File: src/rtl/sar_ctrl.sv
`default_nettype none
// ============================================================================
// Module   : sar_ctrl
// Brief    : SAR ADC conversion sequencer. It runs the sample phase, launches
//            the pulse_shreg strobe and resolves one bit per one-hot tap.
// Revision : 1.0 - initial release
// ============================================================================
module sar_ctrl #(
    parameter int N_BITS        = 10,
    parameter int SAMPLE_CYCLES = 2
) (
    input  logic              i_clk,
    input  logic              i_arstn,
    input  logic              i_start,
    input  logic              i_cmp,
    input  logic [N_BITS-1:0] i_taps,
    output logic              o_pulse,
    output logic              o_sample,
    output logic [N_BITS-1:0] o_dac,
    output logic              o_busy,
    output logic [N_BITS-1:0] o_data,
    output logic              o_valid,
    input  logic              i_ack,
    output logic              o_err
);

    localparam int KW  = (N_BITS > 1) ? $clog2(N_BITS) : 1;
    localparam int SCW = (SAMPLE_CYCLES > 1) ? $clog2(SAMPLE_CYCLES) : 1;
    localparam logic [KW-1:0]  c_K_TOP   = KW'(N_BITS - 1);
    localparam logic [SCW-1:0] c_SC_LAST = SCW'(SAMPLE_CYCLES - 1);

    typedef enum logic [2:0] {
        S_IDLE    = 3'd0,
        S_SAMPLE  = 3'd1,
        S_LAUNCH  = 3'd2,
        S_CONVERT = 3'd3,
        S_DONE    = 3'd4
    } state_t;

    state_t            r_state;
    state_t            w_next;
    logic [N_BITS-1:0] r_sar;
    logic [N_BITS-1:0] r_data;
    logic [KW-1:0]     r_bit;
    logic [SCW-1:0]    r_scnt;
    logic              r_valid;
    logic              r_err;
    logic [N_BITS-1:0] w_exp_taps;
    logic              w_tap_ok;
    logic [N_BITS-1:0] w_sar_next;

    assign w_exp_taps = N_BITS'(1) << r_bit;
    assign w_tap_ok   = (i_taps == w_exp_taps);

    always_comb begin
        w_sar_next        = r_sar;
        w_sar_next[r_bit] = i_cmp;
    end

    always_comb begin
        w_next = r_state;
        case (r_state)
            S_IDLE:    if (i_start) w_next = S_SAMPLE;
            S_SAMPLE:  if (r_scnt == c_SC_LAST) w_next = S_LAUNCH;
            S_LAUNCH:  w_next = S_CONVERT;
            S_CONVERT: begin
                // Any tap pattern other than the expected one-hot aborts.
                if (!w_tap_ok)            w_next = S_IDLE;
                else if (r_bit == '0)     w_next = S_DONE;
            end
            S_DONE:    if (i_ack) w_next = S_IDLE;
            default:   w_next = S_IDLE;
        endcase
    end

    always_ff @(posedge i_clk or negedge i_arstn) begin
        if (!i_arstn) r_state <= S_IDLE;
        else          r_state <= w_next;
    end

    always_ff @(posedge i_clk or negedge i_arstn) begin
        if (!i_arstn) begin
            r_sar   <= '0;
            r_data  <= '0;
            r_bit   <= '0;
            r_scnt  <= '0;
            r_valid <= 1'b0;
            r_err   <= 1'b0;
        end else begin
            r_err <= 1'b0;
            case (r_state)
                S_IDLE: begin
                    if (i_start) begin
                        r_scnt  <= '0;
                        r_sar   <= '0;
                        r_valid <= 1'b0;
                    end
                end
                S_SAMPLE: r_scnt <= r_scnt + SCW'(1);
                S_LAUNCH: r_bit  <= c_K_TOP;
                S_CONVERT: begin
                    if (w_tap_ok) begin
                        r_sar <= w_sar_next;
                        if (r_bit == '0) begin
                            r_data  <= w_sar_next;
                            r_valid <= 1'b1;
                        end else begin
                            r_bit <= r_bit - KW'(1);
                        end
                    end else begin
                        r_err <= 1'b1;
                    end
                end
                S_DONE: if (i_ack) r_valid <= 1'b0;
                default: ;
            endcase
        end
    end

    assign o_pulse  = (r_state == S_LAUNCH);
    assign o_sample = (r_state == S_SAMPLE);
    assign o_busy   = (r_state == S_SAMPLE) || (r_state == S_LAUNCH) || (r_state == S_CONVERT);
    assign o_dac    = r_sar | i_taps;
    assign o_data   = r_data;
    assign o_valid  = r_valid;
    assign o_err    = r_err;

endmodule
`default_nettype wire

File: config.mk
export PLATFORM = sky130hd
export DESIGN_NAME = sar_ctrl
export DESIGN_NICKNAME = d
export VERILOG_FILES = /design/src/rtl/sar_ctrl.sv
export SDC_FILE = /design/constraint.sdc
export NUM_CORES = 1
export LEC_CHECK = 0
export BUFFER_PORTS_ARGS = -buffer_cell sky130_fd_sc_hd__buf_2
export CORE_UTILIZATION = 51
export CTS_CLUSTER_DIAMETER = 80
export CTS_CLUSTER_SIZE = 10
export DETAILED_ROUTE_END_ITERATION = 6
export GPL_TIMING_DRIVEN = 0
export HOLD_SLACK_MARGIN = 0.12
export PLACE_DENSITY = 0.75
export SYNTH_ARGS = -nofsm -noshare
export SYNTH_HDL_FRONTEND = slang
export SYNTH_SLANG_ARGS = --single-unit
File: constraint.sdc
create_clock -name i_clk -period 2.98 [get_ports i_clk]
set_input_delay 0.149 -clock i_clk [delete_from_list [all_inputs] [get_ports i_clk]]
set_output_delay 0.149 -clock i_clk [all_outputs]
set_load 0.01 [all_outputs]
# Word-level counts from Yosys, hierarchy flattened
# Index checks and enable logic that the tools add are counted.
[word_totals]
ff_bits = 30
in_bits = 15
output_inout_bits = 25
elab_cells = 63
[classes]
addsub = 2
order_cmp = 2
n_eq_ne = 12
shifts = 1
mux = 23
bitwise_logic = 1
n_reduce_logical = 15
[op_table]
columns = ["op", "n"]
rows = [
  ["$mux 10", 2],
  ["$pmux 10 s2", 1],
  ["$mux 3", 5],
  ["$pmux 3 s5", 1],
  ["$bwmux 10", 1],
  ["$eq 10x10->1", 1],
  ["$ne 2x2->1 const B", 5],
  ["$or 10x10->10", 1],
  ["$shl 1x4->10 const A", 1],
  ["$reduce_and 3->1", 3],
  ["$mux 4", 2],
  ["$pmux 4 s2", 1],
  ["$mux 1", 7],
  ["$eq 3x2->1 const B", 2],
  ["$reduce_bool 2->1", 3],
  ["$lt 4x5->1 const B", 1],
  ["$reduce_and 5->1", 1],
  ["$demux 1 s4", 1],
  ["$ge 4x1->1 const B", 1],
  ["$logic_not 4->1", 1],
  ["$reduce_and 4->1", 1],
  ["$sub 4x1->4 const B", 1],
  ["$eq 3x1->1 const B", 1],
  ["$eq 3x3->1 const B", 1],
  ["other kinds (10)", 11],
]

# Longest topological paths before layout
# Gate-level depths: netlist of run 1.
[logic_depth]
depth_word = 7
mapped_depth = 9
depth_no_buf = 8

# Worst setup path before layout of run 1
# No wires, ideal clock.
[synth_path]
path_kind = "register to register"
start = "reg r_bit[0]"
end = "reg r_data[2], in the netlist o_data[2]"
setup_ps = 125
t_arrival_ps = 2250
t_required_ps = 2855
slack_ps = 605
path_stages_with_launch = 10
n_path_buf = 1
period_less_slack_ps = 2375
cell_sequence = "dfrtp_1 > inv_1 > ha_1 > nor3b_1 > a22oi_1 > a211oi_4 > nand3_4 > nor3_4 > buf_6 > mux2_4"
[synth_via]
elab_chain_cells = 5
elab_cells_between_ends = 10
cone_classes = "2 x order compare; 1 x eq/ne; 1 x shift; 3 x mux; 3 x reduce/logical"
[synth_lines]
columns = ["item", "line", "source"]
rows = [
  ["from (decl)", "44", "logic [KW-1:0] r_bit;"],
  ["from (signal assigned)", "100", "S_LAUNCH: r_bit <= c_K_TOP;"],
  ["from (signal assigned)", "108", "r_bit <= r_bit - KW'(1);"],
  ["$lt 4x5->1 (implied by the code) / $ge 4x1->1 (equally long branches)", "57", "w_sar_next[r_bit] = i_cmp;"],
  ["$logic_and 1x1->1 (implied by the code)", "57", ""],
  ["$mux 1 (implied by the code)", "57", ""],
  ["$demux 1 s4", "57", ""],
  ["$bwmux 10", "57", ""],
  ["to (signal assigned)", "105", "r_data <= w_sar_next;"],
  ["to (decl)", "43", "logic [N_BITS-1:0] r_data;"],
]
# Several ways; a longest one is shown, not always the timed one.
# A chain may end at the register's enable or synchronous reset.

# Worst setup path in the final report of run 1
[layout_path]
start = "reg r_bit[0]"
end = "reg r_data[5], in the netlist o_data[5]"
# The elaborated chain is that of the path after synthesis.

==> results of run 1 <==
==> cells in the final DEF, fill, tap and decap left out, types with 4 or more instances in the layout <==
cell	instances
or2_2	10
mux2i_1	6
o41ai_1	4
buf_2	40
or3_1	4
nand3_1	5
mux2_4	8
nor2_1	12
nor2b_1	6
clkbuf_8	6
nand2_1	12
clkbuf_1	5
o21ai_0	8
ha_1	5
nor3b_1	5
mux2_2	10
dfrtp_1	30
nand2b_1	8
inv_1	5
==> report_power, final <==
group	internal [mW]	leakage, nW	total [mW]	switching, mW
logic	0.243	0.667	0.632	0.389
clock network	0.267	0.0573	0.419	0.152
registers	0.452	0.403	0.491	0.0391
total	0.962	1.13	1.54	0.581
==> layout make-up <==
cell class | count | area [um^2]
fill | 320 | 1340
multi-input combinational | 151 | 1190
sequential | 30 | 751
timing repair buffer | 39 | 200
clock buffer | 6 | 82.6
buffer | 12 | 70.1
tap | 48 | 60.1
clock inverter | 1 | 30.0
inverter | 5 | 18.8
==> sequential cells by signal, indices dropped and copies added, names as in the netlist <==
signal	flops
r_sar	10
r_state	3
o_err	1
o_valid	1
r_bit	4
r_scnt	1
o_data	10
==> logic make-up (layout without fill, tap and decap cells) <==
kind of cell	Yosys count	count (layout)	synth area share, %
simple gates	81	81	25.3
compound gates	40	40	15.5
flops	30	30	36.9
mux	24	24	14.4
buf+inv	17	63	4.37
fa+ha+maj	5	5	3.08
xor+xnor	1	1	0.431
==> tightest hold or removal path: stages <==
cell,delay [ns]
buf_2,0.09
nor3_1,0.05
a2bb2oi_1,0.14
==> routing by layer <==
layer  vias up  global-route usage (%)  wire length, um
met2        69                    35.5             1960
met1       798                    37.1             2350
met5         -                       0                0
met4         0                    7.61               77
met3         7                    6.42              320
li1        810                       -                -
==> worst max path at each step <==
stage,end,slack [ns],cells after the start
after global routing,o_data[6],0.07,9
after CTS,o_data[4],0.23,9
final,o_data[5],0.22,9
after floorplan,o_data[2],0.60,9
after detailed placement,o_data[4],0.26,9
after global placement,o_data[6],0.25,9
==> per-stage QoR <==
stage / setup WS [ns] / hold slack (ns) / cells / util (%)
finish: 0.219 / 0.187 / 292 / 64.3
global route: 0.0690 / 0.194 / 292 / 64.3
CTS: 0.228 / 0.178 / 292 / 64.3
detailed placement: 0.255 / 0.227 / 284 / 61.0
global placement: 0.253 / 0.227 / 284 / 61.0
floorplan: 0.605 / -0.147 / 198 / -
==> impl_metrics.py, run 1 <==
metrics = {
    "synth": {
        "synth_cell_type_count": 56,
        "yosys-top-cells-count": "dfrtp_1 (30), nand2_1 (12), nor2_1 (12)",
        "syn-num-nets": 218,
        "netlist_area_mm2": 0.00203,
        "yosysTopAreaCell": "dfrtp_1",
        "async_flop_share_pct": 100,
        "synthCells": 198,
        "synth_edf_count": 0,
        "synthTopCellsByArea": "dfrtp_1 (37%), mux2_4 (5.9%), mux2_2 (5.5%)",
        "synth_top_area_share_pct": 36.9,
        "synth_most_common_cell": "dfrtp_1",
        "synth_flop_cell": "dfrtp_1",
        "synth-seq-cells": 30,
        "synth_seq_area_share_pct": 36.9,
        "yosys_warnings": 0,
        "avgSynthCellArea_um2": 10.3,
    },
    "sta": {
        "hold_violations": 0,
        "rsz0062_at_grt": "false",
        "max_slew_margin_pct": 53.7,
        "slew_viol_final": 0,
        "fin_skew_ns": 0.0104,
        "fin_crit_sh_pct": 92.6,
        "worst_slew_pin_slew_ns": 0.695,
        "tns_ns": 0,
        "final-setup-viol-count": 0,
        "period_needed_ns": 2.76,
        "fmax_mhz": 362,
    },
    "die": {
        "num_rows": 22,
        "fp.coreArea_mm2": 0.00374,
        "die_h_um": 65.1,
        "die_area_mm2": 0.00424,
        "start_util_pct": 54.3,
        "io_pins": 40,
        "dieWidth_um": 65.1,
    },
    "setup_path": {
        "r2r_slack_ns": 0.22,
        "worst_r2r_path_depth": 9,
        "worstPathMaxFanout": 10,
        "crit_family": "simple AND/OR/NAND/NOR gates",
        "crit_start": "r_bit[0]",
        "crit_chain": "inv_1, ha_1, nor3b_1, a22oi_1, a211oi_4, nand3_4, nor3_4, buf_6, mux2_4",
        "worst_setup_path_start_kind": "flip-flop",
        "cp.buffers_inverters": 2,
        "slowest_stage": "dfrtp_1",
        "r2r-end": "o_data[5]",
        "crit_type": "reg -> reg",
        "cp.required_ns": 3.15,
        "critPathCaptureType": "flip-flop",
        "worstReg2RegStart": "r_bit[0]",
        "crit_arrival_ns": 2.93,
        "slowest_delay_ns": 0.43,
    },
    "clock_tree": {
        "root_buffer": "clkbuf_8",
        "post_cts_buffers": 0,
        "clock-sinks": 30,
        "cts_max_path_buffers": 2,
        "cts_tree": "done",
        "cts.hold.buffers_added": 1,
        "h-tree-depth": 2,
        "numCtsBuffers": 5,
        "path_clk_slew_ns": 0.06,
        "cts_resized": 0,
        "clk_latency_ns": 0.29,
    },
    "min_path": {
        "holdPathEnd": "r_state[0]",
        "worstHoldStart": "i_ack",
        "hold_class": "in -> reg",
        "whs_path_depth": 3,
    },
    "drt": {
        "drt_iter0_drc": 149,
        "viasPerCell": 5.77,
        "wl_per_cell_um": 16.1,
        "dr.pass1.iters": 4,
        "wirelength_um": 4710,
        "detail-route-antenna-nets": 0,
        "drc_errors": 0,
        "vias": 1684,
    },
    "layout": {
        "final_layout_size_suffix_gt1_share_pct": 36.5,
        "design_area_mm2": 0.00241,
        "nNetsFinal": 264,
        "num_antenna_cells": 0,
        "area_growth_pct": 18.3,
    },
    "global_routing": {
        "grt_overflow": 0,
        "grt_max_degree": 31,
        "first_global_vias": 1533,
        "grt_usage_pct": 25.0,
        "grt_antenna_before_repair": 0,
        "grt_pass1_wl_um": 7790,
    },
    "power": {
        "max-vdd-ir-drop_mv": 0.464,
        "power_mw": 1.54,
        "cellPowerDensity_mw_per_mm2": 641,
        "p_leak_nw": 1.13,
    },
    "place": {
        "dpl.hpwl_um": 3390,
        "place_congestion": 0.804,
        "numPortBuffers": 38,
        "place_area_mm2": 0.00228,
    },
    "status": {
        "status": "finished, final reports clean",
    },
    "job": {
        "drv_cap": 0,
    },
}
Power figures use the tool's default switching activity.
==> run 2, diff against run 1 <==
Settings changed: PLACE_DENSITY 0.75 to 0.81.
==> run 2 against run 1 <==
Clock skew shrank 0.0069 ns. Critical path depth unchanged. Routed wire length grew 1.6%. Critical path type unchanged. Utilization is 0.17 points lower. First-iteration DRC count decreased by 66%. Power up 0.16%. Sequential cell count is the same. Register-to-register slack got worse by 0.02 ns.
==> impl_metrics.py, run 2 (synthesized netlist as in run 1, its figures left out) <==
metrics = {
    "status": {
        "status": "finished, final reports clean",
    },
    "drt": {
        "vias": 1724,
        "wl_per_cell_um": 16.3,
        "dr.pass1.iters": 4,
        "drc_errors": 0,
        "drt_iter0_drc": 50,
        "detail-route-antenna-nets": 0,
        "wirelength_um": 4780,
        "viasPerCell": 5.88,
    },
    "power": {
        "power_mw": 1.55,
        "max-vdd-ir-drop_mv": 0.533,
        "p_leak_nw": 1.12,
        "cellPowerDensity_mw_per_mm2": 644,
    },
    "global_routing": {
        "grt_pass1_wl_um": 7830,
        "grt_antenna_before_repair": 0,
        "grt_overflow": 0,
        "first_global_vias": 1612,
        "grt_usage_pct": 24.8,
        "grt_max_degree": 31,
    },
    "clock_tree": {
        "clk_latency_ns": 0.29,
        "cts_resized": 0,
        "clock-sinks": 30,
        "cts.hold.buffers_added": 1,
        "cts_tree": "done",
        "root_buffer": "clkbuf_8",
        "h-tree-depth": 2,
        "path_clk_slew_ns": 0.07,
        "cts_max_path_buffers": 2,
        "post_cts_buffers": 0,
        "numCtsBuffers": 5,
    },
    "sta": {
        "period_needed_ns": 2.78,
        "tns_ns": 0,
        "slew_viol_final": 0,
        "fin_crit_sh_pct": 93.4,
        "final-setup-viol-count": 0,
        "fmax_mhz": 359,
        "fin_skew_ns": 0.00355,
        "max_slew_margin_pct": 54.9,
        "worst_slew_pin_slew_ns": 0.677,
        "rsz0062_at_grt": "false",
        "hold_violations": 0,
    },
    "setup_path": {
        "crit_start": "r_bit[0]",
        "cp.required_ns": 3.15,
        "worstPathMaxFanout": 10,
        "crit_chain": "inv_1, ha_1, nor3b_1, a22oi_1, a211oi_4, nand3_4, nor3_4, buf_6, mux2_4",
        "crit_family": "simple AND/OR/NAND/NOR gates",
        "slowest_delay_ns": 0.44,
        "slowest_stage": "dfrtp_1",
        "cp.buffers_inverters": 2,
        "worstReg2RegStart": "r_bit[0]",
        "crit_arrival_ns": 2.96,
        "critPathCaptureType": "flip-flop",
        "crit_type": "reg -> reg",
        "worst_setup_path_start_kind": "flip-flop",
    },
    "place": {
        "numPortBuffers": 38,
        "place_congestion": 0.887,
        "dpl.hpwl_um": 3360,
    },
    "die": {
        "dieWidth_um": 65.1,
        "fp.coreArea_mm2": 0.00374,
        "io_pins": 40,
        "num_rows": 22,
        "die_area_mm2": 0.00424,
        "start_util_pct": 54.3,
        "die_h_um": 65.1,
    },
    "layout": {
        "fin_util_pct": 64.1,
        "area_growth_pct": 18.0,
        "final_layout_size_suffix_gt1_share_pct": 35.9,
        "mostFrequentLayoutCells": "buf_2 (40), dfrtp_1 (30), nor2_1 (12), nand2_1 (12)",
        "mostFrequentLayoutCell": "buf_2",
        "fillCellCount": 325,
        "nNetsFinal": 264,
        "num_antenna_cells": 0,
    },
    "min_path": {
        "hold_class": "in -> reg",
        "worstHoldStart": "i_ack",
    },
    "job": {
        "drv_cap": 0,
    },
}
-- run 2: path summary, 6_finish.rpt --
| path | cells past startpoint | slack [ns] | to |
|---|---|---|---|
| worst max-delay path | 9 | 0.20 | o_data[5] |
| worst min-delay path | 3 | 0.19 | r_state[0] |
| worst max register to register | 9 | 0.20 | o_data[5] |
| worst min register to register | 1 | 0.51 | o_data[4] |
| max in group asynchronous | 2 | 2.11 | r_sar[0] |
| min in group asynchronous | 2 | 0.43 | r_scnt |
-- run 2: layout make-up --
| cell class | instances | area (um^2) | share of cell area (%) |
|---|---|---|---|
| Buffer | 12 | 70.1 | 2.92 |
| Tap cell | 48 | 60.1 | 2.50 |
| Inverter | 5 | 18.8 | 0.782 |
| Sequential cell | 30 | 751 | 31.3 |
| Clock inverter | 1 | 30.0 | 1.25 |
| Multi-Input combinational cell | 151 | 1190 | 49.7 |
| Clock buffer | 7 | 76.3 | 3.18 |
| Timing Repair Buffer | 39 | 200 | 8.34 |
-- run 2: metal layers --
metal	global-route usage [%]	up-vias	routed length, um
met5	0	-	0
met4	13.9	0	163
met3	5.21	18	265
met2	37.0	57	2180
met1	33.4	833	2180
li1	-	816	-
-- run 2: stage by stage --
stage	cell area, um^2	cells	setup slack, ns	hold WS (ns)
after floorplan	2030	198	0.605	-0.147
after global placement	2280	284	0.281	0.230
after detailed placement	2280	284	0.256	0.221
after CTS	2400	293	0.225	0.197
after global routing	2400	293	0.0574	0.222
final	2400	293	0.197	0.190
-- run 2: tightest hold or removal path: cells and delay by family --
kind	cells	cell delay, ns
simple gates	1	0.05
compound gates	1	0.14
buf+inv	1	0.09
-- run 2: power by group --
group | internal (mW) | switching, mW | leakage [nW]
Sequential | 0.452 | 0.0417 | 0.403
Clock | 0.250 | 0.160 | 0.0524
Combinational | 0.245 | 0.397 | 0.667
Total | 0.947 | 0.598 | 1.12
